## config.mk

```make
export PLATFORM = sky130hd
export DESIGN_NAME = adder_selfcheck_engine_flat
export DESIGN_NICKNAME = d
export VERILOG_FILES = /design/src/rtl/adder_tb_pkg.sv /design/src/rtl/adder_selfcheck_engine_if.sv /design/src/rtl/adder_exp_pipe.sv /design/src/rtl/adder_selfcheck_engine.sv /design/src/flat_wrapper.sv
export SDC_FILE = /design/constraint.sdc
export NUM_CORES = 1
export LEC_CHECK = 0
export CAP_MARGIN = 20
export CORE_MARGIN = 5
export CORE_UTILIZATION = 30
export DETAILED_ROUTE_END_ITERATION = 6
export DONT_BUFFER_PORTS = 1
export PLACE_DENSITY = 0.45
export SYNTH_ARGS = -nofsm -noshare
export SYNTH_HDL_FRONTEND = slang
export SYNTH_SLANG_ARGS = --single-unit
export TNS_END_PERCENT = 5
```

## constraint.sdc

```tcl
create_clock -name clk -period 16.07 [get_ports clk]
set_clock_uncertainty 0.15 [all_clocks]
set_input_delay 0.8035 -clock clk [delete_from_list [all_inputs] [get_ports clk]]
set_output_delay 0.8035 -clock clk [all_outputs]
set_load 0.02 [all_outputs]
```

## src/rtl/adder_tb_pkg.sv

```systemverilog
// Shared constants for the adder self-check engine: FSM encoding, LFSR
// polynomial, default seed and stimulus mode values.
package adder_tb_pkg;

    typedef enum logic [1:0] {
        ST_IDLE  = 2'd0,
        ST_RUN   = 2'd1,
        ST_DRAIN = 2'd2,
        ST_DONE  = 2'd3
    } state_t;

    // Taps for x^32+x^22+x^2+x+1 in right-shifting Galois form.
    localparam logic [31:0] LFSR_POLY         = 32'h80200003;
    localparam logic [31:0] LFSR_DEFAULT_SEED = 32'h1;

    localparam logic MODE_RAND = 1'b0;
    localparam logic MODE_WALK = 1'b1;

    // One Galois step: shift right, fold the polynomial in when bit 0 falls out.
    function automatic logic [31:0] lfsr_step(input logic [31:0] l);
        lfsr_step = l[0] ? ((l >> 1) ^ LFSR_POLY) : (l >> 1);
    endfunction

endpackage

```

## src/rtl/adder_selfcheck_engine_if.sv

```systemverilog
// Operand/result bus between the self-check engine and the adder under test.
// Bus protocol: there is no valid/ready pair. While the engine is busy it
// presents one new a/b/cin vector per cycle and the adder must answer with
// s/cout/prop/gen exactly LAT cycles later; there is no backpressure.
interface adder_selfcheck_engine_if #(
    parameter int N = 64
);
    logic [N-1:0] a;
    logic [N-1:0] b;
    logic         cin;
    logic [N-1:0] s_duv;
    logic         cout_duv;
    logic         prop_duv;
    logic         gen_duv;

    modport master (
        output a, b, cin,
        input  s_duv, cout_duv, prop_duv, gen_duv
    );

    modport slave (
        input  a, b, cin,
        output s_duv, cout_duv, prop_duv, gen_duv
    );
endinterface

```

## src/rtl/adder_exp_pipe.sv

```systemverilog
// Latency-matching shift register for expected results. Valid bits are
// reset; data bits are only qualified by valid and carry no reset.
module adder_exp_pipe #(
    parameter int W   = 8,
    parameter int LAT = 0
) (
    input  logic         clk,
    input  logic         rst,
    input  logic         in_v,
    input  logic [W-1:0] in_d,
    output logic         out_v,
    output logic [W-1:0] out_d
);
    generate
        if (LAT == 0) begin : g_bypass
            // Combinational DUV: compare in the issue cycle.
            logic unused_clk_rst;
            assign unused_clk_rst = ^{clk, rst};
            assign out_v = in_v;
            assign out_d = in_d;
        end else begin : g_pipe
            logic [LAT-1:0] v_q;
            logic [W-1:0]   d_q [LAT];

            // Valid chain; cleared on reset so an aborted run leaves no entries.
            always_ff @(posedge clk) begin
                if (rst) begin
                    v_q <= '0;
                end else begin
                    v_q[0] <= in_v;
                    for (int i = 1; i < LAT; i++) v_q[i] <= v_q[i-1];
                end
            end

            // Data chain shifts alongside the valid chain.
            always_ff @(posedge clk) begin
                d_q[0] <= in_d;
                for (int i = 1; i < LAT; i++) d_q[i] <= d_q[i-1];
            end

            assign out_v = v_q[LAT-1];
            assign out_d = d_q[LAT-1];
        end
    endgenerate
endmodule

```

## src/rtl/adder_selfcheck_engine.sv

```systemverilog
// Self-check engine: issues operand vectors to an adder, carries the
// expected results through a latency-matched pipe, counts mismatches and
// records the first failing vector.
module adder_selfcheck_engine
    import adder_tb_pkg::*;
#(
    parameter int N        = 64,
    parameter int LAT      = 0,
    parameter int CHECK_PG = 1,
    parameter int CNT_W    = 32
) (
    input  logic                     clk,
    input  logic                     rst,
    input  logic                     start,
    input  logic                     mode,
    input  logic [31:0]              seed,
    input  logic [CNT_W-1:0]         num_vec,
    adder_selfcheck_engine_if.master duv,
    output logic                     busy,
    output logic                     done,
    output logic                     pass,
    output logic [CNT_W-1:0]         err_cnt,
    output logic [CNT_W-1:0]         fail_idx,
    output logic [N-1:0]             fail_a,
    output logic [N-1:0]             fail_b,
    output logic                     fail_cin,
    output state_t                   state_dbg
);
    localparam int W = CNT_W + 3*N + 4;

    state_t           state_q, state_d;
    logic [CNT_W-1:0] num_q, k_q, vec_k_q;
    logic             mode_q, walk_cin_q, cin_q, vec_v_q;
    logic [31:0]      lfsr_q;
    logic [N-1:0]     walk_b_q, a_q, b_q, rand_a, rand_b;
    logic [3:0]       drain_q;
    logic [N:0]       sum_ref, ab_ref;
    logic             accept, exp_v, mismatch;
    logic [W-1:0]     exp_d;
    logic [CNT_W-1:0] e_k, err_next;
    logic [N-1:0]     e_a, e_b, e_s;
    logic             e_cin, e_cout, e_prop, e_gen;

    assign accept    = start && (state_q == ST_IDLE || state_q == ST_DONE);
    assign busy      = (state_q == ST_RUN) || (state_q == ST_DRAIN);
    assign done      = (state_q == ST_DONE);
    assign state_dbg = state_q;
    assign duv.a     = a_q;
    assign duv.b     = b_q;
    assign duv.cin   = cin_q;

    // Random operands: LFSR word and its bit-reverse, repeated LSB-first.
    always_comb begin
        rand_a = '0;
        rand_b = '0;
        for (int i = 0; i < N; i++) begin
            rand_a[i] = lfsr_q[i % 32];
            rand_b[i] = lfsr_q[31 - (i % 32)];
        end
    end

    // Next-state logic.
    always_comb begin
        state_d = state_q;
        case (state_q)
            ST_IDLE, ST_DONE: if (start) state_d = (num_vec == '0) ? ST_DONE : ST_RUN;
            ST_RUN:           if (k_q == num_q - CNT_W'(1)) state_d = ST_DRAIN;
            ST_DRAIN:         if (drain_q == 4'(LAT)) state_d = ST_DONE;
            default:          state_d = ST_IDLE;
        endcase
    end

    // State register.
    always_ff @(posedge clk) begin
        if (rst) state_q <= ST_IDLE;
        else     state_q <= state_d;
    end

    // Vector generation: load run parameters on start, issue one vector per RUN cycle.
    always_ff @(posedge clk) begin
        if (rst) begin
            num_q <= '0; k_q <= '0; vec_k_q <= '0; mode_q <= MODE_RAND;
            lfsr_q <= LFSR_DEFAULT_SEED; walk_b_q <= '0; walk_cin_q <= 1'b0;
            drain_q <= '0; a_q <= '0; b_q <= '0; cin_q <= 1'b0; vec_v_q <= 1'b0;
        end else begin
            vec_v_q <= 1'b0;
            if (accept) begin
                mode_q     <= mode;
                num_q      <= num_vec;
                lfsr_q     <= (seed == 32'd0) ? LFSR_DEFAULT_SEED : seed;
                walk_b_q   <= N'(1);
                walk_cin_q <= 1'b0;
                k_q        <= '0;
                drain_q    <= '0;
            end else if (state_q == ST_RUN) begin
                a_q        <= (mode_q == MODE_WALK) ? '1 : rand_a;
                b_q        <= (mode_q == MODE_WALK) ? walk_b_q : rand_b;
                cin_q      <= (mode_q == MODE_WALK) ? walk_cin_q : lfsr_q[31];
                vec_v_q    <= 1'b1;
                vec_k_q    <= k_q;
                k_q        <= k_q + CNT_W'(1);
                lfsr_q     <= lfsr_step(lfsr_q);
                // The walking one wraps every N vectors, flipping cin each wrap.
                walk_b_q   <= {walk_b_q[N-2:0], walk_b_q[N-1]};
                if (walk_b_q[N-1]) walk_cin_q <= ~walk_cin_q;
            end else if (state_q == ST_DRAIN) begin
                drain_q    <= drain_q + 4'd1;
            end
        end
    end

    // Reference results for the vector currently on the bus.
    always_comb begin
        sum_ref = {1'b0, a_q} + {1'b0, b_q} + {{N{1'b0}}, cin_q};
        ab_ref  = {1'b0, a_q} + {1'b0, b_q};
    end

    adder_exp_pipe #(.W(W), .LAT(LAT)) u_pipe (
        .clk   (clk),
        .rst   (rst),
        .in_v  (vec_v_q),
        .in_d  ({vec_k_q, a_q, b_q, cin_q, sum_ref, &(a_q ^ b_q), ab_ref[N]}),
        .out_v (exp_v),
        .out_d (exp_d)
    );

    assign {e_k, e_a, e_b, e_cin, e_cout, e_s, e_prop, e_gen} = exp_d;

    // Compare the emerging expected entry against the DUV answer.
    always_comb begin
        mismatch = exp_v && ((duv.s_duv != e_s) || (duv.cout_duv != e_cout) ||
                   ((CHECK_PG != 0) && ((duv.prop_duv != e_prop) || (duv.gen_duv != e_gen))));
        err_next = (mismatch && (err_cnt != '1)) ? err_cnt + CNT_W'(1) : err_cnt;
    end

    // Error counter, first-failure capture and the final pass flag.
    always_ff @(posedge clk) begin
        if (rst) begin
            err_cnt <= '0; fail_idx <= '0; fail_a <= '0; fail_b <= '0;
            fail_cin <= 1'b0; pass <= 1'b0;
        end else if (accept) begin
            err_cnt <= '0; fail_idx <= '0; fail_a <= '0; fail_b <= '0;
            fail_cin <= 1'b0; pass <= (num_vec == '0);
        end else begin
            err_cnt <= err_next;
            if (mismatch && (err_cnt == '0)) begin
                fail_idx <= e_k;
                fail_a   <= e_a;
                fail_b   <= e_b;
                fail_cin <= e_cin;
            end
            if (state_q == ST_DRAIN && state_d == ST_DONE) pass <= (err_next == '0);
        end
    end
endmodule

```

## src/flat_wrapper.sv

```systemverilog
// flat-port wrapper written by rule: the top's interface ports become plain ports
module adder_selfcheck_engine_flat import adder_tb_pkg::*;
#(
    parameter int N        = 64,
    parameter int LAT      = 0,
    parameter int CHECK_PG = 1,
    parameter int CNT_W    = 32
)
  (clk, rst, start, mode, seed, num_vec, busy, done, pass, err_cnt, fail_idx, fail_a, fail_b, fail_cin, state_dbg, duv_a, duv_b, duv_cin, duv_s_duv, duv_cout_duv, duv_prop_duv, duv_gen_duv);
  adder_selfcheck_engine_if #(.N(N)) duv_i ();
  input  logic clk;
  input  logic rst;
  input  logic start;
  input  logic mode;
  input  logic [31:0] seed;
  input  logic [CNT_W-1:0] num_vec;
  output logic busy;
  output logic done;
  output logic pass;
  output logic [CNT_W-1:0] err_cnt;
  output logic [CNT_W-1:0] fail_idx;
  output logic [N-1:0] fail_a;
  output logic [N-1:0] fail_b;
  output logic fail_cin;
  output state_t state_dbg;
  output wire logic [$bits(duv_i.a)-1:0] duv_a;
  output wire logic [$bits(duv_i.b)-1:0] duv_b;
  output wire logic [$bits(duv_i.cin)-1:0] duv_cin;
  input wire logic [$bits(duv_i.s_duv)-1:0] duv_s_duv;
  input wire logic [$bits(duv_i.cout_duv)-1:0] duv_cout_duv;
  input wire logic [$bits(duv_i.prop_duv)-1:0] duv_prop_duv;
  input wire logic [$bits(duv_i.gen_duv)-1:0] duv_gen_duv;
  assign duv_a = duv_i.a;
  assign duv_b = duv_i.b;
  assign duv_cin = duv_i.cin;
  assign duv_i.s_duv = duv_s_duv;
  assign duv_i.cout_duv = duv_cout_duv;
  assign duv_i.prop_duv = duv_prop_duv;
  assign duv_i.gen_duv = duv_gen_duv;
  adder_selfcheck_engine #(.N(N), .LAT(LAT), .CHECK_PG(CHECK_PG), .CNT_W(CNT_W)) u_core (.clk(clk), .rst(rst), .start(start), .mode(mode), .seed(seed), .num_vec(num_vec), .duv(duv_i), .busy(busy), .done(done), .pass(pass), .err_cnt(err_cnt), .fail_idx(fail_idx), .fail_a(fail_a), .fail_b(fail_b), .fail_cin(fail_cin), .state_dbg(state_dbg));
endmodule
```

# Word-level counts from Yosys, hierarchy flattened
# Index checks and enable logic that the tools add are counted.
# Widths: inputs -> output; s select.
# word_totals
wordCells	83
inputBits	135
register_bits	524
output_inout_bits	327
# op_classes
n_eq_ne	10
n_addsub	6
n_reduce_logical	24
muxes	18
n_bitwise	5
# op_table
operator	count
$mux 32	5
$logic_not 32->1	4
$mux 64	2
$add 64x64->65	1
$add 65x1->65	1
$add 32x1->32 const B	2
$ne 64x64->1	1
$reduce_and 64->1	1
$xor 64x64->64	1
$eq 32x32->1	1
$ne 32x32->1 const B	1
$sub 32x1->32 const B	1
$mux 2	4
$eq 2x2->1 const B	3
$mux 1	6
$pmux 2 s3	1
$reduce_and 2->1	3
$logic_and 1x1->1	5
$logic_or 1x1->1	5
$add 4x1->4 const B	1
$logic_not 4->1	1
$not 3->4	1
$reduce_bool 2->1	2
$reduce_or 2->1	2
other kinds (4)	8

# Logic depth before layout (Yosys ltp)
# logic_depth
depth_word	11
mapped_depth	23

# Modules after synthesis
# From an unflattened synthesis, not the netlist that was laid out.
# hier_totals
cells_unflattened	3713
hier_area_um2	29026.6
# by_module_without_submodules
mod	cells_per_inst	area_each_um2	n_inst
adder_selfcheck_engine	3484	27307.4	1
adder_exp_pipe	229	1719.1	1

# Least setup slack after synthesis
# No wires, ideal clock.
# synth_timing
path_type	register to register
start	register u_core.a_q[32] (netlist: u_core.duv.a[32])
end	register u_core.pass
stages_incl_launch_ff	24
setup_time_ns	0.096
t_arrival_ns	5.903
period_less_slack_ns	6.149
required_ns	15.824
setup_slack_ns	9.921
cell_sequence	dfxtp_1 ha_1 inv_1 fa_1 and2b_1 o22a_1 a32o_1 nor4_1 a311oi_4 nand3_4 or4_4 or4_4 or3_1 buf_6 nand3b_4 a2111oi_1 nand4_1 nor4b_4 a21o_4 buf_8 o211ai_1 a2111oi_2 nand4_1 o41ai_2
# synth_between
elab_chain_cells	11
word_cells_on_any_way	17
# synth_rtl
item	line	source
from (decl)	adder_selfcheck_engine.sv:35	logic [N-1:0] walk_b_q, a_q, b_q, rand_a, rand_b;
from (signal assigned)	adder_selfcheck_engine.sv:96	a_q <= (mode_q == MODE_WALK) ? '1 : rand_a;
$add 64x64->65 / $xor 64x64->64 (equally long branches)	adder_selfcheck_engine.sv:114, adder_selfcheck_engine.sv:115, adder_selfcheck_engine.sv:122	
$add 65x1->65 / $reduce_and 64->1 (equally long branches)	adder_selfcheck_engine.sv:114, adder_selfcheck_engine.sv:122	
$ne 64x64->1, or another cell as far along	adder_selfcheck_engine.sv:131	mismatch = exp_v && ((duv.s_duv != e_s) || (duv.cout_duv != e_cout) ||
$logic_or 1x1->1 (on tied branches)	adder_selfcheck_engine.sv:131, adder_selfcheck_engine.sv:132	
$logic_or 1x1->1 *	adder_selfcheck_engine.sv:131	
$logic_and 1x1->1 *	adder_selfcheck_engine.sv:131	
$logic_and 1x1->1 *	adder_selfcheck_engine.sv:133	err_next = (mismatch && (err_cnt != '1)) ? err_cnt + CNT_W'(1) : err_cnt;
$mux 32 *	adder_selfcheck_engine.sv:133	
$logic_not 32->1 *	adder_selfcheck_engine.sv:152	if (state_q == ST_DRAIN && state_d == ST_DONE) pass <= (err_next == '0);
$mux 1 *	adder_selfcheck_engine.sv:152	
$mux 1 *	adder_selfcheck_engine.sv:141	end else if (accept) begin
to (signal assigned)	adder_selfcheck_engine.sv:152	
to (decl)	adder_selfcheck_engine.sv:21	output logic pass,
# Every way passes the cells marked *; elsewhere a longest branch is shown, timed or not. The select of a mux whose other input is x is not followed.
# A chain may end at the register's enable or synchronous reset.

# Worst setup path in the final report
# layout_timing
start	register u_core.a_q[44] (netlist: u_core.duv.a[44])
end	register u_core.fail_b[46]
# layout_between
elab_chain_cells	7
word_cells_on_any_way	13
# layout_rtl
item	line	source
$add 64x64->65 / $xor 64x64->64 (equally long branches)	adder_selfcheck_engine.sv:114, adder_selfcheck_engine.sv:115, adder_selfcheck_engine.sv:122	
$add 65x1->65 / $reduce_and 64->1 (equally long branches)	adder_selfcheck_engine.sv:114, adder_selfcheck_engine.sv:122	
$ne 64x64->1, or another cell as far along	adder_selfcheck_engine.sv:131	
$logic_or 1x1->1 (on tied branches)	adder_selfcheck_engine.sv:131, adder_selfcheck_engine.sv:132	
$logic_or 1x1->1 *	adder_selfcheck_engine.sv:131	
$logic_and 1x1->1 *	adder_selfcheck_engine.sv:131	
$logic_and 1x1->1 *	adder_selfcheck_engine.sv:146	if (mismatch && (err_cnt == '0)) begin
to (signal assigned)	adder_selfcheck_engine.sv:139	err_cnt <= '0; fail_idx <= '0; fail_a <= '0; fail_b <= '0;
to (signal assigned)	adder_selfcheck_engine.sv:142	err_cnt <= '0; fail_idx <= '0; fail_a <= '0; fail_b <= '0;
to (signal assigned)	adder_selfcheck_engine.sv:149	fail_b <= e_b;
to (decl)	adder_selfcheck_engine.sv:25	output logic [N-1:0] fail_b,
# Every way passes the cells marked *; elsewhere a longest branch is shown, timed or not.

==> flow_summary.yaml <==
worst_setup_path:
  crit_buf_inv: 2
  start_kind: "flip-flop"
  path_delay_family: "simple AND/OR/NAND/NOR gates"
  cp_slowest_cell: "dfxtp_1"
  end_kind: "flip-flop"
  cp.arrival_ps: 9760
  setup.worst_path.class: "flip-flop to flip-flop"
  cp_max_fo: 76
  cp_data_required_time_ps: 16450
  crit_chain: "ha_1, a21oi_1, o21ai_0, a221oi_2, a21o_1, mux2i_1, nand3_1, nand4bb_1, or4_1, nor4_2, xor3_1, a2111oi_1, nand4_1, nor4b_4, buf_4, a21o_4, or3_4, buf_4, nand2_1, a21oi_1"
  slowest_delay_ps: 930
route:
  dr.pass1.iters: 5
  drt-wirelength-per-cell_um: 24.58
  avgViaCountPerCell: 5.443
  drtAntennaViolNets: 0
  drt_drc_violations_left: 0
  drt_wl_total_um: 113800
  first_iter_violations: 1857
  vias: 25210
cts:
  clockBufferDepth: 3
  hold_buffers: 0
  h-tree-depth: 2
  cts.sinks: 460
  root_buffer: "clkbuf_16"
  clkLatencyLatePin_ps: 660
  numCtsBuffers: 57
  postCtsSetupBuffers: 0
  clk_pin_slew_worst_paths_ps: 60
  cts_tree: "done"
  post_cts_resized: 0
yosys:
  seq_area_frac_synth_pct: 32.74
  synthTopCellsByCount: "499 x nand2_1, 460 x dfxtp_1, 413 x nor2_1, 361 x a21oi_1, 163 x buf_4"
  synth.ff_latch_count: 460
  synth.most_common_cell: "nand2_1"
  syn_avg_cell_area_um2: 7.791
  synth.distinct_cells: 104
  synth_top_area_share_pct: 32.74
  synth_area_leader_cell: "dfxtp_1"
  ys.flop_type: "dfxtp_1"
  netlist_area_um2: 28130
  synth_nets: 3821
  ys_warn_count: 0
  async_flop_share_pct: 0
  synth_cells: 3610
  synth_edf_count: 0
  synth_area_leaders: "dfxtp_1 33%, nand2_1 6.7%, a21oi_1 6.4%"
placed_design:
  gp_congestion: 0.9919
  dp_slack_ps: 6703
  hpwl_um: 86810
  port_buffers: 0
  dp.cells: 4529
timing:
  period_minus_slack_ps: 9374
  slew_viol_final: 0
  fin_ws_ps: 6696
  finalCritPeriodShare_pct: 58.33
  setup_viol_count_final: 0
  rsz0062_at_grt: "false"
  worst_pin_slew_ps: 1084
  fmaxAchievable_mhz: 106.7
  fin_setup_tns_ps: 0
  hold_viol: 0
  maxSlewHeadroom_pct: 27.05
pwr:
  p_leak_nw: 10.29
  power_mw: 3.344
  ir_drop_mv: 0.08799
  powerDensity_nw_per_um2: 111.7
final_layout:
  fin_cells: 4631
  drive_above_1_share_pct: 5.687
  nets: 3546
  area_growth_pct: 6.423
  final_core_util_pct: 32.12
floorplanning:
  start_util_pct: 30.18
  ioPinCount: 462
  rows: 112
  fp.coreArea_um2: 93190
  die_h_um: 316.2
  die_w_um: 316.2
  die_area_um2: 99980
job:
  drv_cap: 0
hold_path:
  hold_class: "primary input to flip-flop"
global_routing:
  grt_pass1_wl_um: 165300
  grt_max_degree: 201
  antenna_found_initial: 5
  overflow: 0
  grt_pass1_vias: 24000
  grt_use_total_pct: 21.73
status:
  outcome: "finished, final reports clean"
==> stage by stage <==
step / hold WS (ps) / cell area (um^2)
floorplan: 285.7 / 28130
global placement: 298.0 / 28000
detailed placement: 300.5 / 28020
CTS: 12.80 / 29900
global route: 31.02 / 29930
finish: 91.64 / 29930
==> cell families (layout without fill, tap and decap cells) <==
logic type	count (synthesis)	count (layout)	synth area share (%)
buffers and inverters	418	184	7.949
muxes	149	149	5.325
xor gates and xnor gates	223	223	7.149
DFF	460	460	32.74
adders and majority gates	77	77	3.443
AOI/OAI and AO/OA	836	836	18.98
and+or+nand+nor	1447	1447	24.41
other	0	1	0
==> worst paths after layout <==
path	depth (start not counted)	endpoint	slack, ps	start
setup / recovery	20	u_core.fail_b[46]	6700	u_core.duv.a[44]
hold / removal	1	u_core.vec_k_q[27]	90	rst
setup reg to reg	20	u_core.fail_b[46]	6700	u_core.duv.a[44]
hold reg to reg	2	u_core.fail_idx[13]	310	u_core.vec_k_q[13]
==> worst reg2reg max path: cells and delay by family, from the launching register on <==
family	cells	cell delay [ps]
adder cells (fa/ha/maj)	1	540
multiplexers	1	600
flip-flops	1	930
AO/OA/AOI/OAI	7	2300
XOR/XNOR	1	290
buffers and inverters	2	1120
AND/OR/NAND/NOR	8	3330
==> metal layers <==
metal | vias to the layer above | wire length, um | GRT usage, %
li1 | 12190 | - | -
met1 | 12110 | 48160 | 27.37
met2 | 732 | 52870 | 36.04
met3 | 169 | 8446 | 5.902
met4 | 8 | 4281 | 7.469
met5 | - | 61 | 0
==> cell usage in the layout (no fill, tap or decap), drive strengths merged, types with 18 or more instances in the layout <==
| cell | count |
|---|---|
| a211oi | 120 |
| a21o | 31 |
| a21oi | 365 |
| and2 | 18 |
| and3 | 42 |
| buf | 42 |
| clkbuf | 81 |
| dfxtp | 460 |
| ha | 75 |
| inv | 46 |
| mux2i | 144 |
| nand2 | 500 |
| nand2b | 20 |
| nand3 | 79 |
| nand4 | 72 |
| nor2 | 413 |
| nor2b | 44 |
| nor3 | 71 |
| nor4 | 63 |
| o21a | 20 |
| o21ai | 99 |
| o22ai | 37 |
| or3 | 28 |
| or4 | 20 |
| xnor2 | 124 |
| xor2 | 95 |
==> area by class of cell <==
type,instances,area [um^2]
multi-input cells,2732,16730
fillers,10100,63260
flip-flops and latches,460,9213
clock buffers,81,1617
diodes,1,2.502
inverters,42,157.7
well taps,1254,1569
clock inverters,19,264.0
repair buffers,42,380.4
==> power breakdown <==
part | total (mW) | switching [mW] | internal (mW)
combinational | 0.715 | 0.468 | 0.247
clock | 1.30 | 0.540 | 0.765
sequential | 1.32 | 0.138 | 1.19
total | 3.34 | 1.15 | 2.20
Note: power is estimated with default switching activity, not from simulation.
